==> src/rtl/cic_rate_ctrl_if.sv <==
// rtl/cic_rate_ctrl_if.sv - config/strobe bundle between the CIC rate controller and its host/datapath
interface cic_rate_ctrl_if;
    logic       cfg_wr;
    logic [2:0] cfg_os_sel;
    logic       in_valid;
    logic [2:0] os_sel_out;
    logic       dec_tick;
    logic       out_valid;
    logic       cfg_busy;
    logic       cfg_err;
    logic [1:0] state_o;

    modport master (
        output cfg_wr, cfg_os_sel, in_valid,
        input  os_sel_out, dec_tick, out_valid, cfg_busy, cfg_err, state_o
    );

    modport slave (
        input  cfg_wr, cfg_os_sel, in_valid,
        output os_sel_out, dec_tick, out_valid, cfg_busy, cfg_err, state_o
    );
endinterface

==> src/rtl/cic_rate_ctrl.sv <==
// rtl/cic_rate_ctrl.sv - CIC decimator rate controller: flush/warm-up sequencing, decimation tick, out_valid
// Optional macro CIC_WARMUP_EN enables the WARM state; undefined, FLUSH goes straight to RUN.
module cic_rate_ctrl #(
    parameter int unsigned NSTAGE    = 4,
    parameter int unsigned FLUSH_CYC = 4,
    parameter int unsigned CNTW      = 6
) (
    input  logic            clk,
    input  logic            reset_n,
    cic_rate_ctrl_if.slave  bus
);
    localparam logic [1:0] S_IDLE  = 2'd0;
    localparam logic [1:0] S_FLUSH = 2'd1;
    localparam logic [1:0] S_WARM  = 2'd2;
    localparam logic [1:0] S_RUN   = 2'd3;

    localparam int unsigned   FW         = $clog2(FLUSH_CYC + 1);
    localparam logic [FW-1:0] FLUSH_LAST = FW'(FLUSH_CYC - 1);
    localparam logic [FW-1:0] FC_ONE     = FW'(1);
    localparam logic [CNTW-1:0] CNT_ONE  = CNTW'(1);
    localparam logic [CNTW:0]   ONE_W    = (CNTW + 1)'(1);

    generate
        if (FLUSH_CYC < 1 || NSTAGE < 1 || CNTW < 6) begin : g_bad_param
            $error("cic_rate_ctrl: illegal parameter set");
        end
    endgenerate

    logic [1:0]      state_q, state_d;
    logic [2:0]      cur_sel_q, cur_sel_d;
    logic [CNTW-1:0] cnt_q, cnt_d;
    logic [FW-1:0]   flush_cnt_q, flush_cnt_d;
    logic            dec_tick_q, dec_tick_d;
    logic            out_valid_q, out_valid_d;
    logic            cfg_err_q, cfg_err_d;
    logic            cfg_busy_q, cfg_busy_d;
    logic [2:0]      os_sel_q, os_sel_d;
    logic [CNTW:0]   r_wide;
    logic [CNTW-1:0] r_m1;
    logic            accept;

`ifdef CIC_WARMUP_EN
    localparam int unsigned   WW        = $clog2(NSTAGE + 1);
    localparam logic [WW-1:0] WARM_LAST = WW'(NSTAGE - 1);
    localparam logic [WW-1:0] WC_ONE    = WW'(1);
    logic [WW-1:0] warm_cnt_q, warm_cnt_d;
`endif

    // R-1 computed one bit wider so os_sel=6 with CNTW=6 wraps cleanly to all-ones.
    assign r_wide = ONE_W << cur_sel_q;
    assign r_m1   = r_wide[CNTW-1:0] - CNT_ONE;
    assign accept = bus.cfg_wr && (bus.cfg_os_sel != 3'd7);

    always_comb begin
        state_d     = state_q;
        cur_sel_d   = cur_sel_q;
        cnt_d       = cnt_q;
        flush_cnt_d = flush_cnt_q;
        dec_tick_d  = 1'b0;
        // A tick already on the wire still yields its out_valid, even across a write.
        out_valid_d = dec_tick_q && (state_q == S_RUN);
        cfg_err_d   = bus.cfg_wr && (bus.cfg_os_sel == 3'd7);
`ifdef CIC_WARMUP_EN
        warm_cnt_d  = warm_cnt_q;
`endif
        if (accept) begin
            cur_sel_d   = bus.cfg_os_sel;
            cnt_d       = '0;
            flush_cnt_d = '0;
            state_d     = (bus.cfg_os_sel == 3'd0) ? S_IDLE : S_FLUSH;
        end else begin
            case (state_q)
                S_IDLE: begin
                    cnt_d = '0;
                end
                S_FLUSH: begin
                    if (flush_cnt_q == FLUSH_LAST) begin
`ifdef CIC_WARMUP_EN
                        state_d    = S_WARM;
                        warm_cnt_d = '0;
`else
                        state_d    = S_RUN;
`endif
                    end else begin
                        flush_cnt_d = flush_cnt_q + FC_ONE;
                    end
                end
                default: begin
                    if (bus.in_valid) begin
                        if (cnt_q == r_m1) begin
                            cnt_d      = '0;
                            dec_tick_d = 1'b1;
                        end else begin
                            cnt_d = cnt_q + CNT_ONE;
                        end
                    end
`ifdef CIC_WARMUP_EN
                    if ((state_q == S_WARM) && dec_tick_q) begin
                        if (warm_cnt_q == WARM_LAST) begin
                            state_d = S_RUN;
                        end else begin
                            warm_cnt_d = warm_cnt_q + WC_ONE;
                        end
                    end
`endif
                end
            endcase
        end
        os_sel_d   = ((state_d == S_WARM) || (state_d == S_RUN)) ? cur_sel_d : 3'd0;
        cfg_busy_d = (state_d == S_FLUSH) || (state_d == S_WARM);
    end

    always_ff @(posedge clk or negedge reset_n) begin
        if (!reset_n) begin
            state_q     <= S_IDLE;
            cur_sel_q   <= 3'd0;
            cnt_q       <= '0;
            flush_cnt_q <= '0;
            dec_tick_q  <= 1'b0;
            out_valid_q <= 1'b0;
            cfg_err_q   <= 1'b0;
            cfg_busy_q  <= 1'b0;
            os_sel_q    <= 3'd0;
        end else begin
            state_q     <= state_d;
            cur_sel_q   <= cur_sel_d;
            cnt_q       <= cnt_d;
            flush_cnt_q <= flush_cnt_d;
            dec_tick_q  <= dec_tick_d;
            out_valid_q <= out_valid_d;
            cfg_err_q   <= cfg_err_d;
            cfg_busy_q  <= cfg_busy_d;
            os_sel_q    <= os_sel_d;
        end
    end

`ifdef CIC_WARMUP_EN
    always_ff @(posedge clk or negedge reset_n) begin
        if (!reset_n) begin
            warm_cnt_q <= '0;
        end else begin
            warm_cnt_q <= warm_cnt_d;
        end
    end
`endif

    assign bus.os_sel_out = os_sel_q;
    assign bus.dec_tick   = dec_tick_q;
    assign bus.out_valid  = out_valid_q;
    assign bus.cfg_busy   = cfg_busy_q;
    assign bus.cfg_err    = cfg_err_q;
    assign bus.state_o    = state_q;
endmodule

==> src/flat_wrapper.sv <==
// flat-port wrapper written by rule: the top's interface ports become plain ports
module cic_rate_ctrl_flat 
#(
    parameter int unsigned NSTAGE    = 4,
    parameter int unsigned FLUSH_CYC = 4,
    parameter int unsigned CNTW      = 6
)
  (clk, reset_n, bus_cfg_wr, bus_cfg_os_sel, bus_in_valid, bus_os_sel_out, bus_dec_tick, bus_out_valid, bus_cfg_busy, bus_cfg_err, bus_state_o);
  cic_rate_ctrl_if bus_i ();
  input  logic clk;
  input  logic reset_n;
  input wire logic [$bits(bus_i.cfg_wr)-1:0] bus_cfg_wr;
  input wire logic [$bits(bus_i.cfg_os_sel)-1:0] bus_cfg_os_sel;
  input wire logic [$bits(bus_i.in_valid)-1:0] bus_in_valid;
  output wire logic [$bits(bus_i.os_sel_out)-1:0] bus_os_sel_out;
  output wire logic [$bits(bus_i.dec_tick)-1:0] bus_dec_tick;
  output wire logic [$bits(bus_i.out_valid)-1:0] bus_out_valid;
  output wire logic [$bits(bus_i.cfg_busy)-1:0] bus_cfg_busy;
  output wire logic [$bits(bus_i.cfg_err)-1:0] bus_cfg_err;
  output wire logic [$bits(bus_i.state_o)-1:0] bus_state_o;
  assign bus_i.cfg_wr = bus_cfg_wr;
  assign bus_i.cfg_os_sel = bus_cfg_os_sel;
  assign bus_i.in_valid = bus_in_valid;
  assign bus_os_sel_out = bus_i.os_sel_out;
  assign bus_dec_tick = bus_i.dec_tick;
  assign bus_out_valid = bus_i.out_valid;
  assign bus_cfg_busy = bus_i.cfg_busy;
  assign bus_cfg_err = bus_i.cfg_err;
  assign bus_state_o = bus_i.state_o;
  cic_rate_ctrl #(.NSTAGE(NSTAGE), .FLUSH_CYC(FLUSH_CYC), .CNTW(CNTW)) u_core (.clk(clk), .reset_n(reset_n), .bus(bus_i));
endmodule
==> config.mk <==
export PLATFORM = sky130hd
export DESIGN_NAME = cic_rate_ctrl_flat
export DESIGN_NICKNAME = d
export VERILOG_FILES = /design/src/rtl/cic_rate_ctrl_if.sv /design/src/rtl/cic_rate_ctrl.sv /design/src/flat_wrapper.sv
export SDC_FILE = /design/constraint.sdc
export NUM_CORES = 1
export LEC_CHECK = 0
export CORE_MARGIN = 1
export CORE_UTILIZATION = 40
export DETAILED_ROUTE_END_ITERATION = 10
export PLACE_DENSITY_LB_ADDON = 0.25
export SLEW_MARGIN = 25
export SYNTH_ARGS = -nofsm -noshare
export SYNTH_HDL_FRONTEND = slang
export SYNTH_SLANG_ARGS = --single-unit
==> constraint.sdc <==
create_clock -name clk -period 3.11 [get_ports clk]
set_clock_uncertainty 0.15 [all_clocks]
set_input_delay 0.7775 -clock clk [delete_from_list [all_inputs] [get_ports clk]]
set_output_delay 0.7775 -clock clk [all_outputs]
set_load 0.005 [all_outputs]
=== Word-level counts from Yosys, hierarchy flattened ===
Cells that the tools add are included.

* Output and inout bits: 9
* Word-level logic and storage cells: 53
* Input port bits: 7
* Flip-flop bits (word level): 21

* Shift-type cells: 1
* Add/sub/neg operators: 3
* Mux-type cells: 17
* Equal/unequal tests: 11
* Reductions and logical operators: 12

{| class="wikitable"
|+ Operators with widths
! cell !! number
|-
| two-way mux 6 bit || 3
|-
| two-way mux 3 bit || 5
|-
| case mux 6 bit (2 select lines) || 1
|-
| adder 6 x 1 -> 6 bit (second input constant) || 1
|-
| == test 2 bit (second input constant) || 3
|-
| == test 6 bit || 1
|-
| two-way mux 2 bit || 3
|-
| left shift 1 x 3 -> 6 bit (first input constant) || 1
|-
| subtractor 6 x 1 -> 6 bit (second input constant) || 1
|-
| two-way mux 1 bit || 5
|-
| == test 2 x 1 -> 1 bit (second input constant) || 2
|-
| != test 2 x 1 -> 1 bit (second input constant) || 2
|-
| AND reduction 2 bit || 2
|-
| adder 3 x 1 -> 3 bit (second input constant) || 1
|-
| == test 3 x 2 -> 1 bit (second input constant) || 1
|-
| == test 3 bit (second input constant) || 1
|-
| logical AND 1 bit || 3
|-
| logical NOT 3 bit || 1
|-
| != test 3 bit (second input constant) || 1
|-
| nonzero test 3 bit || 1
|-
| logical NOT 2 bit || 1
|-
| logical OR 1 bit || 2
|-
| nonzero test 2 bit || 1
|-
| OR reduction 2 bit || 1
|}

=== Logic depth before layout (Yosys ltp) ===
Gate-level depths: netlist of run 1.

* Depth after elaboration: 7
* Depth in mapped cells: 9
* Mapped depth without buffers: 8

=== Worst setup path after synthesis of run 1 ===
No wires, ideal clock.

* Path kind: reg-to-reg
* From: register u_core.cur_sel_q[1]
* To: register u_core.cnt_q[2]
* Path buffers: 1
* Required time: 2.819 ns
* Clock period less this slack: 2.326 ns
* Setup slack: 0.784 ns
* Library setup time: 0.141 ns
* Stages on the path, launching flop included: 9
* Arrival time: 2.035 ns
* Cells stage by stage: dfrtp_1 -> buf_2 -> or3_1 -> ha_1 -> xnor2_1 -> mux2i_1 -> o31ai_2 -> nor3_2 -> a221oi_1

* Cells in the longest elaborated chain, start to end: 7

{| class="wikitable"
|+ RTL lines
! what !! line !! RTL
|-
| from (decl) || cic_rate_ctrl.sv:30 || <nowiki>logic [2:0] cur_sel_q, cur_sel_d;</nowiki>
|-
| from (signal assigned) || cic_rate_ctrl.sv:126 || <nowiki>cur_sel_q <= cur_sel_d;</nowiki>
|-
| left shift 1 x 3 -> 6 bit || cic_rate_ctrl.sv:50 || <nowiki>assign r_wide = ONE_W << cur_sel_q;</nowiki>
|-
| subtractor 6 x 1 -> 6 bit || cic_rate_ctrl.sv:51 || <nowiki>assign r_m1 = r_wide[CNTW-1:0] - CNT_ONE;</nowiki>
|-
| == test 6 bit || cic_rate_ctrl.sv:90 || <nowiki>if (cnt_q == r_m1) begin</nowiki>
|-
| two-way mux 6 bit || cic_rate_ctrl.sv:90 ||
|-
| two-way mux 6 bit || cic_rate_ctrl.sv:89 || <nowiki>if (bus.in_valid) begin</nowiki>
|-
| case mux 6 bit (2 select lines) || cic_rate_ctrl.sv:72 || <nowiki>case (state_q)</nowiki>
|-
| two-way mux 6 bit || cic_rate_ctrl.sv:66 || <nowiki>if (accept) begin</nowiki>
|-
| to (signal assigned) || cic_rate_ctrl.sv:127 || <nowiki>cnt_q <= cnt_d;</nowiki>
|-
| to (decl) || cic_rate_ctrl.sv:31 || <nowiki>logic [CNTW-1:0] cnt_q, cnt_d;</nowiki>
|}

No other way between the ends. The select of a mux whose other input is x is not followed.
A chain may end at the register's enable or synchronous reset.

=== Worst setup path in the final report of run 1 ===
Same ends and word-level chain as after synthesis.

==> key figures, run 1 <==
STA
  • Period minus WS final: 2.58 ns
  • Rel. slew slack: approximately 62%
  • Max Freq: slightly below 0.4 GHz
  • Final WS setup: 0.534 ns
  • # setup viols final: 0
  • Max Slew Vio Count: 0
  • Fin Setup TNS: 0 ns
  • Period utilisation layout: 82.8%
  • RSZ-0062 raised after global routing: no
  • Final Hold Violating Endpoints: 0
  • WHS: 0.385 ns
  • Worst Tran Pin Value: 0.569 ns

Floorplan
  • Core Box Area: around 0.0027 mm2
  • Die area: around 0.0031 mm2
  • Core Rows: 19
  • Ports: 16
  • Die Ht: 55.4 um
  • Initial core utilization: about two fifths
  • Die X: 55.4 um

Critical path
  • CP Launch Type: register
  • Crit Path Class: reg2reg
  • Slowest stage cell, crit path: dfrtp_1
  • CP Max Fanout: 9
  • Setup crit end kind: register
  • Worst EP required: 3.14 ns
  • Crit path DAT: roughly 2.6 ns
  • CP Cell Sequence: or3_1 -> ha_1 -> xnor2_1 -> mux2i_1 -> o31ai_2 -> nor3_2 -> a221oi_1
  • Largest stage delay on the critical path: slightly below 0.5 ns

GRT
  • Pin count of the biggest net entering global routing: 22
  • First-pass GRT wire length: 4240 um
  • Antenna violations before repair: 0
  • Gr usage total: 17.4%
  • GRT overflow: 0
  • Vias in the first global route: 892

Synthesis
  • Post-synthesis cell type count: 37
  • Mapped cell area: 0.00114 mm2
  • #FFs+latches synth: 21
  • Cell taking the most area after synthesis: dfrtp_1
  • Fraction of registers with async set/reset: 100%
  • Synth Flop Type: dfrtp_1
  • Synth top area share: 46.0%
  • Synth Warn #: 0
  • Synth area leaders: dfrtp_1 46%, ha_1 6.6%, nand2_1 4.6%, nor2_1 3.3%, xnor2_1 3.1%
  • Top cells by count, synth: 21 x dfrtp_1, 14 x nand2_1, 10 x nor2_1, 6 x ha_1, 5 x inv_1
  • Post-Syn Instances: 118
  • Syn_nets: 131
  • Part of the Yosys area used for sequential elements: between 40% and 50%
  • Number of synthesized flops with an enable pin: 0
  • Avg Synthesized Cell Area: 9.68 um2
  • Most common cell in the synthesized netlist: dfrtp_1

Clock network
  • CTS Root Cell: clkbuf_4
  • CTS Sinks: 21
  • Clk_lat worst skew: 0.31 ns
  • Hold_buf cts: 0
  • CTS resizes: 0
  • CTS clk-pin slew, worst paths: 0.12 ns
  • CTS Buffer Depth: 2
  • Post-CTS Setup Inserts: 0
  • CTS H-tree depth: 1
  • CTS buffer count: 3
  • TritonCTS clock tree: built

Layout
  • Reg area: 526 um2
  • Layout cell share with drive strength beyond 1: 9.02%
  • Area delta synth->final: 17.9%
  • Final core occ: 49.2%
  • Multi-input logic area: 576 um2
  • Design Area, Final: about 0.0013 mm2
  • Ant diodes: 0
  • Fin nets: 147
  • Fillers: 260

Min path
  • HP Class: reg2reg

Placed design
  • Placer Congestion: 0.777
  • Buffers on Ports: 15
  • DP HPWL: 1690 um
  • Setup WS pre-CTS: 0.330 ns
  • DP Area: about 0.0013 mm2

Power and ir drop
  • Leakage power total: 0.000574 uW
  • Maximum vdd ir drop: 0.000334 V
  • PD cells: 493 mW/mm2

Drt
  • Via count: 899
  • Per-cell routed wire length: ~14 um
  • DR vias/cell: 5.48
  • Metal3 WL: 118 um
  • 1st-iter DRT viols: 14
  • DR WL met2: about 1100 um
  • Pre-Repair DR Iteration Count: 4
  • Final ANT Viol Nets: 0
  • Top sig layer: met4
  • DRC: 0
  • Routed length on met1: between 1000 and 1500 um
  • Total Wirelength: 2270 um

Job
  • Maxcap violations: 0

Status
  • Outcome: complete, no violations
where the power goes:
part | internal [uW] | switching, uW
clock | 49.1 | 88.6
combinational | 93.5 | 92.2
sequential | 306 | 34.5
critical path: cells and delay by family (launching register included):
family | cells | cell delay [ns]
AND/OR/NAND/NOR | 2 | 0.73
flip-flops | 1 | 0.49
multiplexers | 1 | 0.34
adder cells (fa/ha/maj) | 1 | 0.25
AO/OA/AOI/OAI | 2 | 0.24
XOR/XNOR | 1 | 0.23
flip-flops by register name (all words and copies together), names as in the netlist:
name,cells
u_core.cnt_q,6
u_core.cur_sel_q,3
u_core.bus.dec_tick,1
u_core.bus.cfg_busy,1
u_core.flush_cnt_q,3
u_core.bus.out_valid,1
u_core.bus.cfg_err,1
u_core.bus.state_o,2
u_core.bus.os_sel_out,3
cells in the final DEF, fill, tap and decap left out, drive strengths merged:
cell type and count:
dfrtp 21, clkdlybuf4s50 15, nand2 14, nor2 10
ha 6, inv 5, o21ai 5, and3 5
nand3 4, and2 4, xnor2 4, nor3 4
nor2b 3, mux2i 3, nor4 3, clkbuf 3
or3 2, nand2b 2, nand3b 2, o211ai 2
o22ai 2, o32ai 1, o21a 1, or2 1
o2bb2ai 1, o31ai 1, a31oi 1, a31o 1
xor2 1, o311ai 1, nor3b 1, a221oi 1
nand4 1, clkinvlp 1, buf 1
metrics by stage:
step                      instances  total power, uW
final                           164              663
after global routing            164              715
after CTS                       164              671
after detailed placement        160              532
after global placement          160              522
after floorplan                 118              463
path summary, 6_finish.rpt:
kind / start / to / slack [ns] / cells after the start
min in group asynchronous: reset_n / u_core.bus.dec_tick / 0.64 / 2
setup / recovery: u_core.cur_sel_q[1] / u_core.cnt_q[2] / 0.53 / 7
hold / removal: u_core.bus.dec_tick / u_core.bus.out_valid / 0.38 / 1
setup reg to reg: u_core.cur_sel_q[1] / u_core.cnt_q[2] / 0.53 / 7
max in group asynchronous: reset_n / u_core.bus.state_o[1] / 1.96 / 2
hold reg to reg: u_core.bus.dec_tick / u_core.bus.out_valid / 0.38 / 1
cell type report:
cell class / count / share of cell area, %
timing repair buffer: 16 / 11.7
clock inverter: 1 / 0.558
clock buffer: 3 / 1.67
sequential: 21 / 39.0
inverter: 5 / 1.39
multi-input combinational: 87 / 42.8
tap: 31 / 2.88
kinds of logic (layout without fill, tap and decap cells):
kind of cell / after synthesis / count (layout) / synth area share (%)
AND/OR/NAND/NOR: 56 / 56 / 26.0
flip-flops: 21 / 21 / 46.0
AO/OA/AOI/OAI: 17 / 17 / 11.4
buffers and inverters: 10 / 25 / 3.61
adder cells (fa/ha/maj): 6 / 6 / 6.57
XOR/XNOR: 5 / 5 / 3.83
multiplexers: 3 / 3 / 2.63
layer usage:
| layer | vias to the layer above | track usage (%) |
|---|---|---|
| met5 | - | 0 |
| met2 | 18 | 28.2 |
| met1 | 427 | 22.7 |
| met3 | 5 | 5.39 |
| li1 | 449 | - |
| met4 | 0 | 4.29 |
No activity file was read; power rests on OpenSTA's default activity.
==> run 2, diff against run 1 <==
==> constraint.sdc (replaced) <==
create_clock -name clk -period 2.7 [get_ports clk]
set_clock_uncertainty 0.15 [all_clocks]
set_input_delay 0.675 -clock clk [delete_from_list [all_inputs] [get_ports clk]]
set_output_delay 0.675 -clock clk [all_outputs]
set_load 0.005 [all_outputs]
==> run 2 against run 1 <==
Cell count up 3.0%. Highest routed layer unchanged. Sequential power increased by 12%. Fmax increased by 5.9%. Clock power grew 14%. Largest cell class unchanged. Routed wire length up 2.6%. Worst setup slack got worse by 0.27 ns. First-iteration DRC count is 86% higher. Critical endpoint unchanged. Clock-buffer cell count did not move. Worst hold slack better by 0.0035 ns. Sequential share of layout area is 1.1 points lower. Sequential cell count is the same.
==> key figures, run 2 (synthesis gave the netlist of run 1 again) <==
GRT
  • Gr usage total: 16.7% (-0.69 points)
  • Antenna violations before repair: 0 (unchanged)
  • GRT overflow: 0 (unchanged)
  • Vias in the first global route: 950 (+6.5%)
  • Pin count of the biggest net entering global routing: 22 (unchanged)
  • First-pass GRT wire length: 4080 um (-3.9%)

Clock network
  • CTS Sinks: 21 (unchanged)
  • CTS buffer count: 3 (unchanged)
  • CTS Root Cell: clkbuf_4
  • Post-CTS Setup Inserts: 0 (unchanged)
  • Hold_buf cts: 0 (unchanged)
  • CTS clk-pin slew, worst paths: 0.12 ns (about the same)
  • CTS Buffer Depth: 2 (unchanged)
  • CTS H-tree depth: 1 (unchanged)
  • TritonCTS clock tree: built
  • CTS resizes: 0 (unchanged)
  • Clk_lat worst skew: 0.31 ns (about the same)

Drt
  • Top sig layer: met4
  • Per-cell routed wire length: 13.8 um (-0.48%)
  • DR vias/cell: 5.47 (-0.26%)
  • 1st-iter DRT viols: 26 (+12)
  • Metal3 WL: 126 um (+6.8%)
  • DR WL met2: 1160 um (+6.3%)
  • Total Wirelength: 2330 um (+2.6%)
  • Pre-Repair DR Iteration Count: 4 (unchanged)
  • Final ANT Viol Nets: 0 (unchanged)
  • Routed length on met1: 1030 um (-1.3%)
  • DRC: 0 (unchanged)
  • Via count: 924 (+2.8%)

Critical path
  • Crit Path Class: reg2reg
  • Number of buffers and inverters on the critical path: 0 (unchanged)
  • Largest stage delay on the critical path: 0.40 ns (-0.09 ns)
  • CP Launch Type: register
  • Worst EP required: 2.73 ns (-0.41 ns)
  • CP Max Fanout: 4 (-5)
  • CP Cell Sequence: or3_1 -> ha_1 -> xnor2_1 -> mux2i_1 -> o31ai_2 -> nor3_2 -> a221oi_1
  • Setup crit end kind: register
  • Crit path DAT: 2.47 ns (-0.14 ns)
  • Slowest stage cell, crit path: dfrtp_1
  • Cell family with most CP delay: simple AND/OR/NAND/NOR gates

Layout
  • Ant diodes: 0 (unchanged)
  • Most frequent cells in the layout: 21 x dfrtp_1, 15 x clkdlybuf4s50_1, 14 x nand2_1, 10 x nor2_1
  • Layout cell share with drive strength beyond 1: 12.3% (+3.3 points)
  • Most common cell after layout, fill and taps aside: dfrtp_1
  • Max FFs per register: 6 (unchanged)
  • Fin nets: 152 (+3.4%)
  • Largest Register: u_core.cnt_q
  • Area delta synth->final: 21.1%
  • Final core occ: 50.6% (+1.4 points)

Placed design
  • Buffers on Ports: 15 (unchanged)
  • Placer Congestion: 0.780 (+0.33%)
  • DP HPWL: 1760 um (+4.3%)

STA
  • WHS: 0.388 ns (+0.00348 ns)
  • Rel. slew slack: 63.8% (+1.8 points)
  • Final Hold Violating Endpoints: 0 (unchanged)
  • # setup viols final: 0 (unchanged)
  • Period utilisation layout: 90.1% (+7.2 points)
  • Worst Tran Pin Value: 0.542 ns (-0.0270 ns)
  • Max Slew Vio Count: 0 (unchanged)
  • Fin Setup TNS: 0 ns (unchanged)
  • Max Freq: 0.411 GHz (+5.9%)
  • Period minus WS final: 2.43 ns (-0.144 ns)
  • RSZ-0062 raised after global routing: no

Power and ir drop
  • Leakage power total: 0.000598 uW (+4.2%)
  • PD cells: 560 mW/mm2 (+14%)
  • Power Total: 775 uW (+17%)
  • Maximum vdd ir drop: 0.000355 V (+6.5%)

Floorplan
  • Die area: 0.00307 mm2 (unchanged)
  • Core Box Area: 0.00273 mm2 (unchanged)
  • Die Ht: 55.4 um (unchanged)
  • Die X: 55.4 um (unchanged)
  • Core Rows: 19 (unchanged)
  • Ports: 16 (unchanged)
  • Initial core utilization: 41.8% (unchanged)

Status
  • Outcome: complete, no violations

Job
  • Maxcap violations: 0 (unchanged)

Min path
  • HP Class: reg2reg
run 2: changes by cell type in the layout (fill, tap and decap cells not counted):
cell,change
buf_4,+5
run 2: worst paths after layout:
path / from / end / slack (ns) / cells past startpoint
max in group asynchronous: reset_n / u_core.cnt_q[2] / 1.65 / 2
min reg2reg: u_core.bus.dec_tick / u_core.bus.out_valid / 0.39 / 1
min: u_core.bus.dec_tick / u_core.bus.out_valid / 0.39 / 1
max reg2reg: u_core.cur_sel_q[1] / u_core.cnt_q[2] / 0.27 / 7
max: u_core.cur_sel_q[1] / u_core.cnt_q[2] / 0.27 / 7
min in group asynchronous: reset_n / u_core.flush_cnt_q[2] / 0.54 / 2
run 2: where the power goes:
group	switching (uW)	total, uW	internal (uW)
Clock	101	158	56.5
Combinational	120	237	117
Sequential	28.0	380	352
run 2: cell type report:
| type | instances | area [um2] |
|---|---|---|
| inverter | 5 | 18.8 |
| fill | 261 | 1350 |
| clock buffer | 3 | 22.5 |
| tap | 31 | 38.8 |
| sequential | 21 | 526 |
| timing repair buffer | 21 | 195 |
| multi-input combinational | 87 | 576 |
| clock inverter | 1 | 7.51 |
run 2: through the flow:
stage	instances	worst slack (ns)	cell area (um2)
CTS	169	0.256	1380
global route	169	0.129	1380
global placement	165	0.201	1350
floorplan	118	0.374	1140
finish	169	0.268	1380
detailed placement	165	0.0662	1350
run 2: worst register-to-register path, delay by kind of cell, from the launching register on:
kind	cells	cell delay, ns
simple gates	2	0.69
flops	1	0.40
mux	1	0.33
fa+ha+maj	1	0.26
xor+xnor	1	0.25
compound gates	2	0.24
run 2: per-layer routing:
layer	vias to the layer above	global-route usage, %
met3	4	5.85
met2	21	28.1
li1	457	-
met5	-	0
met4	0	4.64
met1	442	20.3
